`config.mk`:
```
export PLATFORM = sky130hd
export DESIGN_NAME = leaf_inject_control
export DESIGN_NICKNAME = d
export VERILOG_FILES = /design/src/rtl/leaf_inject_control_pkg.sv /design/src/rtl/leaf_inject_control_fifo2.sv /design/src/rtl/leaf_inject_control.sv
export SDC_FILE = /design/constraint.sdc
export NUM_CORES = 1
export LEC_CHECK = 0
export ABC_CLOCK_PERIOD_IN_PS = 6800
export BUFFER_PORTS_ARGS = -buffer_cell sky130_fd_sc_hd__buf_2
export CAP_MARGIN = 10
export CORE_MARGIN = 4
export CORE_UTILIZATION = 44
export CTS_CLUSTER_DIAMETER = 200
export CTS_CLUSTER_SIZE = 10
export DETAILED_ROUTE_END_ITERATION = 12
export PLACE_DENSITY = 0.64
export SYNTH_ARGS = -nofsm -noshare
export SYNTH_HDL_FRONTEND = slang
export SYNTH_HIERARCHICAL = 1
export SYNTH_SLANG_ARGS = --single-unit
```
`constraint.sdc`:
```
create_clock -name clk -period 6.8 [get_ports clk]
set_input_delay 1.36 -clock clk [delete_from_list [all_inputs] [get_ports clk]]
set_output_delay 1.36 -clock clk [all_outputs]
set_load 0.1 [all_outputs]
```
`src/rtl/leaf_inject_control_pkg.sv`:
```
// Shared packet layout, port-range constants and grant encoding for the leaf interface.
package leaf_inject_control_pkg;

  localparam int unsigned PACKET_BITS   = 97;
  localparam int unsigned NUM_LEAF_BITS = 6;
  localparam int unsigned NUM_PORT_BITS = 4;
  localparam int unsigned DROP_CNT_BITS = 8;

  // Port map shared with the receive side: 0,1 are config ack, 2..8 stream in, 9.. stream out.
  localparam int unsigned INPUT_PORT_MAX_NUM  = 8;
  localparam int unsigned OUTPUT_PORT_MIN_NUM = 9;
  localparam int unsigned CFG_PORT_MAX_NUM    = 1;

  typedef logic [PACKET_BITS-1:0] packet_t;

  typedef enum logic {
    GNT_STREAM = 1'b0,
    GNT_CFG    = 1'b1
  } gnt_e;

  function automatic logic pkt_vld(input packet_t p);
    return p[PACKET_BITS-1];
  endfunction

  function automatic logic [NUM_LEAF_BITS-1:0] pkt_leaf(input packet_t p);
    return p[PACKET_BITS-2 -: NUM_LEAF_BITS];
  endfunction

  function automatic logic [NUM_PORT_BITS-1:0] pkt_port(input packet_t p);
    return p[PACKET_BITS-2-NUM_LEAF_BITS -: NUM_PORT_BITS];
  endfunction

  function automatic logic stream_legal(input packet_t p);
    return pkt_vld(p) && (pkt_port(p) >= NUM_PORT_BITS'(OUTPUT_PORT_MIN_NUM));
  endfunction

  function automatic logic cfg_legal(input packet_t p);
    return pkt_vld(p) && (pkt_port(p) <= NUM_PORT_BITS'(CFG_PORT_MAX_NUM));
  endfunction

endpackage

```
`src/rtl/leaf_inject_control_fifo2.sv`:
```
// Two-entry packet FIFO; entry 0 is always the head, ready is registered from next-state fill.
module leaf_inject_fifo2
  import leaf_inject_control_pkg::*;
(
  input  logic    clk,
  input  logic    reset,
  input  logic    push,
  input  packet_t din,
  input  logic    pop,
  output packet_t head,
  output logic    nempty,
  output logic    nempty_nxt_c,
  output logic    ready
);

  logic [1:0] count_q, count_d, count_after;
  packet_t    mem_q [2];
  packet_t    mem_d [2];
  logic       ready_q, ready_d;

  always_comb begin
    mem_d       = mem_q;
    count_after = count_q - 2'(pop);
    if (pop) begin
      mem_d[0] = mem_q[1];
    end
    // Caller only pushes when not full, so the write slot is 0 or 1.
    if (push) begin
      mem_d[count_after[0]] = din;
    end
    count_d = count_after + 2'(push);
    ready_d = (count_d != 2'd2);
  end

  always_ff @(posedge clk) begin
    if (reset) begin
      count_q <= 2'd0;
      ready_q <= 1'b0;
    end else begin
      count_q <= count_d;
      ready_q <= ready_d;
    end
    mem_q <= mem_d;
  end

  assign head         = mem_q[0];
  assign nempty       = (count_q != 2'd0);
  assign nempty_nxt_c = (count_d != 2'd0);
  assign ready        = ready_q;

endmodule

```
`src/rtl/leaf_inject_control.sv`:
```
// Leaf transmit side: filters stream/config-ack packets, round-robins them onto the BFT, honours resend.
module leaf_inject_control
  import leaf_inject_control_pkg::*;
(
  input  logic                     clk,
  input  logic                     reset,
  input  logic [PACKET_BITS-1:0]   stream_in,
  input  logic                     stream_in_valid,
  output logic                     stream_in_ready,
  input  logic [PACKET_BITS-1:0]   cfg_in,
  input  logic                     cfg_in_valid,
  output logic                     cfg_in_ready,
  output logic [PACKET_BITS-1:0]   dout_leaf_interface2bft,
  input  logic                     resend,
  output logic [DROP_CNT_BITS-1:0] drop_count,
  output logic                     busy
);

  localparam int unsigned DROP_SUM_BITS = DROP_CNT_BITS + 1;

  logic    s_xfer, s_push, s_drop, s_pop, s_nempty, s_nempty_nxt;
  logic    c_xfer, c_push, c_drop, c_pop, c_nempty, c_nempty_nxt;
  packet_t s_head, c_head;
  logic    advance;

  packet_t                  dout_q, dout_d;
  gnt_e                     rr_q, rr_d;
  logic [DROP_CNT_BITS-1:0] drop_q, drop_d;
  logic [DROP_SUM_BITS-1:0] drop_sum;
  logic                     busy_q, busy_d;

  // Illegal packets still complete the handshake but never reach a FIFO.
  assign s_xfer = stream_in_valid && stream_in_ready;
  assign c_xfer = cfg_in_valid && cfg_in_ready;
  assign s_push = s_xfer && stream_legal(stream_in);
  assign c_push = c_xfer && cfg_legal(cfg_in);
  assign s_drop = s_xfer && !stream_legal(stream_in);
  assign c_drop = c_xfer && !cfg_legal(cfg_in);

  leaf_inject_fifo2 u_stream_fifo (
    .clk          (clk),
    .reset        (reset),
    .push         (s_push),
    .din          (stream_in),
    .pop          (s_pop),
    .head         (s_head),
    .nempty       (s_nempty),
    .nempty_nxt_c (s_nempty_nxt),
    .ready        (stream_in_ready)
  );

  leaf_inject_fifo2 u_cfg_fifo (
    .clk          (clk),
    .reset        (reset),
    .push         (c_push),
    .din          (cfg_in),
    .pop          (c_pop),
    .head         (c_head),
    .nempty       (c_nempty),
    .nempty_nxt_c (c_nempty_nxt),
    .ready        (cfg_in_ready)
  );

  assign advance = !pkt_vld(dout_q) || !resend;

  always_comb begin
    dout_d = dout_q;
    rr_d   = rr_q;
    s_pop  = 1'b0;
    c_pop  = 1'b0;
    if (advance) begin
      dout_d = '0;
      // On a tie the source that did not win last time goes next.
      if (s_nempty && (!c_nempty || rr_q == GNT_CFG)) begin
        dout_d = s_head;
        s_pop  = 1'b1;
        rr_d   = GNT_STREAM;
      end else if (c_nempty) begin
        dout_d = c_head;
        c_pop  = 1'b1;
        rr_d   = GNT_CFG;
      end
    end

    drop_sum = {1'b0, drop_q} + DROP_SUM_BITS'(s_drop) + DROP_SUM_BITS'(c_drop);
    drop_d   = drop_sum[DROP_CNT_BITS] ? '1 : drop_sum[DROP_CNT_BITS-1:0];

    busy_d = s_nempty_nxt || c_nempty_nxt || pkt_vld(dout_d);
  end

  always_ff @(posedge clk) begin
    if (reset) begin
      dout_q <= '0;
      rr_q   <= GNT_CFG;
      drop_q <= '0;
      busy_q <= 1'b0;
    end else begin
      dout_q <= dout_d;
      rr_q   <= rr_d;
      drop_q <= drop_d;
      busy_q <= busy_d;
    end
  end

  assign dout_leaf_interface2bft = dout_q;
  assign drop_count              = drop_q;
  assign busy                    = busy_q;

endmodule

```
Word-level counts from Yosys, hierarchy flattened
Cells that the tools add are included.
{"block": "word_totals", "register_bits": 501, "output_inout_bits": 108, "in_bits": 199, "word_cells": 76}
{"block": "classes", "n_eq_ne": 2, "n_bitwise": 2, "n_lt_le_gt_ge": 6, "n_addsub": 6, "muxes": 21, "n_reduce_logical": 26}
{"cell": "$mux 97", "count": 7}
{"cell": "$bwmux 194", "count": 2}
{"cell": "$mux 194", "count": 2}
{"cell": "$demux 97 s1", "count": 2}
{"cell": "$logic_and 1x1->1", "count": 11}
{"cell": "$reduce_bool 2->1", "count": 5}
{"cell": "$add 8x1->9", "count": 1}
{"cell": "$add 9x1->9", "count": 1}
{"cell": "$mux 8", "count": 1}
{"cell": "$mux 1", "count": 7}
{"cell": "$logic_not 1->1", "count": 5}
{"cell": "$add 2x1->2", "count": 2}
{"cell": "$ge 2x2->1 const B", "count": 2}
{"cell": "$ge 4x4->1 const B", "count": 1}
{"cell": "$le 4x1->1 const B", "count": 1}
{"cell": "$logic_or 1x1->1", "count": 4}
{"cell": "$lt 2x1->1 const B", "count": 2}
{"cell": "$ne 2x2->1 const B", "count": 2}
{"cell": "$not 1->2", "count": 2}
{"cell": "$sub 2x1->2", "count": 2}
{"cell": "$reduce_and 2->1", "count": 1}

Depth between registers and ports, before layout
{"block": "logic_depth", "ltp_word": 14, "ltp_mapped": 14, "mapped_depth_nobuf": 9}

Cells and area by module
Netlist, hierarchy kept.
{"module": "leaf_inject_fifo2", "cells_per_inst": 630, "instances": 2, "area_per_inst_um2": 7771.2, "seq_area_each_um2": 4914.7}
{"module": "leaf_inject_control", "cells_per_inst": 620, "instances": 1, "area_per_inst_um2": 4908.5, "seq_area_each_um2": 2142.1}

Worst setup path before layout
No wires, ideal clock.
{"block": "synth_timing", "kind": "input port to flip-flop", "start": "input port resend", "end": "register u_stream_fifo.ready_q (netlist: u_stream_fifo/ready)", "arrival_time_ns": 7.246, "path_buffers": 2, "cell_stages": 8, "setup_slack_ns": -0.565, "path_cell_list": "nand2_1 > buf_2 > buf_2 > and3_1 > ha_1 > nor2b_1 > xnor2_1 > o21ba_2"}
{"block": "synth_between", "elab_chain_cells": 6}
{"element": "from (decl)", "line_no": "leaf_inject_control.sv:14", "text": "input logic resend,"}
{"element": "$logic_not 1->1", "line_no": "leaf_inject_control.sv:64", "text": "assign advance = !pkt_vld(dout_q) || !resend;"}
{"element": "$logic_or 1x1->1", "line_no": "leaf_inject_control.sv:64"}
{"element": "$mux 1", "line_no": "leaf_inject_control.sv:71", "text": "if (advance) begin"}
{"element": "via s_pop", "line_no": "leaf_inject_control.sv:21", "text": "logic s_xfer, s_push, s_drop, s_pop, s_nempty, s_nempty_nxt;"}
{"element": "$sub 2x1->2", "line_no": "leaf_inject_control_fifo2.sv:23", "text": "count_after = count_q - 2'(pop);"}
{"element": "$add 2x1->2", "line_no": "leaf_inject_control_fifo2.sv:31", "text": "count_d = count_after + 2'(push);"}
{"element": "$ne 2x2->1", "line_no": "leaf_inject_control_fifo2.sv:32", "text": "ready_d = (count_d != 2'd2);"}
{"element": "to (signal assigned)", "line_no": "leaf_inject_control_fifo2.sv:41", "text": "ready_q <= ready_d;"}
{"element": "to (decl)", "line_no": "leaf_inject_control_fifo2.sv:19", "text": "logic ready_q, ready_d;"}
The timed path passes the listed nets, and every way through them passes these cells.
A chain may end at the register's enable or synchronous reset.

==> results.toml <==
[power_and_ir_drop]
leakage_nw = 8.12
p_total_mw = 12.3
powerDensity_nw_per_um2 = 551
vdd.ir_drop.worst_mv = 0.388

[synthesis]
synth_seq_area_share_pct = 58.5
yosysTopAreaCellShare_pct = 30.1
synth_edf_count = 194
synth_fa_ha_area_share_pct = 0.404
yosysUniqueCellTypes = 40
synth-compound-area-share_pct = 8.34
synth_most_common_cell = "dfxtp_1"
ys_ff_latch = 501
synth_ff_type = "dfxtp_1"
synthTopCellsByCount = "dfxtp_1, nand2_1, buf_4"
synth_warnings = 6
yosys.area_share.simple_pct = 11.7
synthArstFlopShare_pct = 0
synth_xor_area_share_pct = 0.257
ys_top_cells_by_area = "dfxtp_1, edfxtp_1, mux2i_1"
synthMuxAreaShare_pct = 9.50
netlist_area_um2 = 20500
synth_top_cell_by_area = "dfxtp_1"
syn_avg_cell_area_um2 = 10.9
netlist_instances = 1880
synth_fp_nets = 2085
synth_top_family_by_area = "simple AND/OR/NAND/NOR gates"

[setup_path]
path_delay_family = "simple AND/OR/NAND/NOR gates"
path_max_fanout = 65
crit_required_ps = 7030
critical-path-slowest-cell = "nor2b_4"
arrival_ps = 4700
slowest_delay_ps = 860
crit_type = "input pin to flop"
cp_num_buf_inv = 2
worst_setup_path_start_kind = "input pin"
crit_path_cell_trace = "buf_2, nand2_4, and3_4, ha_1, nor2b_4, buf_4"
end_kind = "flop"

[route]
first_iter_violations = 1209
wl_per_cell_um = 20.3
routed_wl_mm = 52.5
via_per_inst = 5.39
route.vias.total = 13900
drtPass1Iterations = 8
drtAntennaViolNets = 0
drc = 0

[placement]
dp.cells = 2470
gp_congestion = 0.783
hpwl_mm = 32.2
portBuffers = 306

[run_status]
status = "completed"

[die]
fp-row-count = 78
dieArea_um2 = 50000
dieWidth_um = 224
ios = 307
die_y_um = 224
start_util_pct = 44.8
core_area_um2 = 45700

[layout]
stdcell_count = 2586
finalNetCount = 2134
postLayoutCoreUtil_pct = 48.9
drive_gt1_share_pct = 20.4
area_growth_pct = 9.29

[timing]
max_freq_mhz = 224
relSlewSlack_pct = 22.0
period_needed_ps = 4470
post-route-period-util_pct = 65.7
hold_viol = 0
setup_viol_count_final = 0
tns_ps = 0
rsz0062_at_grt = "no"
finClkSkew_ps = 15.7
tightest_slew_ps = 1170
drv_slew = 0

[cts]
ctsHoldBuffers = 0
post-cts-setup-buffers = 0
cts_root_buf = "clkbuf_16"
clock_sinks = 501
ctsHtreeMaxLevel = 2
cts_tree = "built"
insertion_delay_ps = 590
cts-buffers-inserted = 56
clockBufferDepth = 3
cts-resized-gates = 0
path_clk_slew_ps = 60

[global_route]
grt_pass1_vias = 14100
grt_max_degree = 121
antenna_found_initial = 20
grt-ovfl-total = 0
grt_pass1_wl_mm = 81.2
track_usage_pct = 20.4

[hold_path]
hold_path.class = "flop to flop"

[flow_run]
cap_viol_max_count = 0
==> kinds of logic (layout without fill, tap and decap cells) <==
kind of cell | count (synthesis) | in the layout
compound gates | 309 | 309
xor+xnor | 6 | 6
fa+ha+maj | 6 | 6
buf+inv | 343 | 437
flops | 501 | 501
mux | 194 | 194
other cells | 0 | 12
simple gates | 521 | 521
==> cell type report <==
class,count,area [um^2]
inverters,7,26.3
clock buffers,100,1590
multi-input cells,1036,6230
repair buffers,327,1720
clock inverters,3,26.3
diodes,12,30.0
flip-flops and latches,501,12000
well taps,600,751
fillers,4168,23300
==> layer usage <==
layer  GRT usage [%]  part of all wire [%]  up-vias
met5               0                  0.22        -
met3            5.28                   7.4      109
met2            33.4                    47      441
met1            26.6                    42     6742
li1                -                     -     6616
met4            6.46                   2.5       20
==> stage by stage <==
stage	setup WS [ps]	instance area, um^2	hold WS (ps)
after floorplan	1330	20500	471
after global placement	1740	20700	463
after detailed placement	1680	20700	470
after CTS	2330	22300	476
after global routing	2120	22300	491
final	2330	22400	472
==> report_power, final <==
part / total [mW] / switching [mW] / internal, mW
Clock: 2.73 / 1.17 / 1.56
Combinational: 5.02 / 3.68 / 1.34
Sequential: 4.57 / 0.488 / 4.08
Total: 12.3 / 5.34 / 6.98
==> layout by cell type (no fill, tap or decap), types with 2 or more instances in the layout <==
master,count
o21ai_0,145
a21oi_1,7
inv_6,3
nor3_1,3
clkbuf_16,57
nand2b_1,2
clkbuf_1,43
o21ba_2,3
nor2b_1,2
xnor2_1,3
nor2_1,5
inv_1,7
nand2_1,294
xor2_1,3
dfxtp_1,307
nand3b_1,2
and2_4,4
buf_4,20
buf_2,305
nor2b_4,2
mux2i_1,194
ha_1,5
edfxtp_1,194
diode_2,12
o21ai_1,50
nand4_1,98
a31oi_1,99
nand3_1,99
==> tightest hold or removal path, delay by kind of cell, from the launching register on <==
family / cells / cell delay [ps]
AOI/OAI and AO/OA: 1 / 60
DFF: 1 / 300
and+or+nand+nor: 1 / 60
==> path summary, 6_finish.rpt <==
check / from / endpoint / slack, ps / cells past startpoint
worst max-delay path: resend / flop / 2330 / 6
worst min-delay path: u_cfg_fifo/head[5]$_DFF_P_ / dout_leaf_interface2bft[5]$_SDFFE_PP0N_ / 470 / 2
worst max register to register: dout_leaf_interface2bft[96]$_SDFF_PP0_ / flop / 2800 / 5
worst min register to register: u_cfg_fifo/head[5]$_DFF_P_ / dout_leaf_interface2bft[5]$_SDFFE_PP0N_ / 470 / 2
Power figures use the tool's default switching activity.
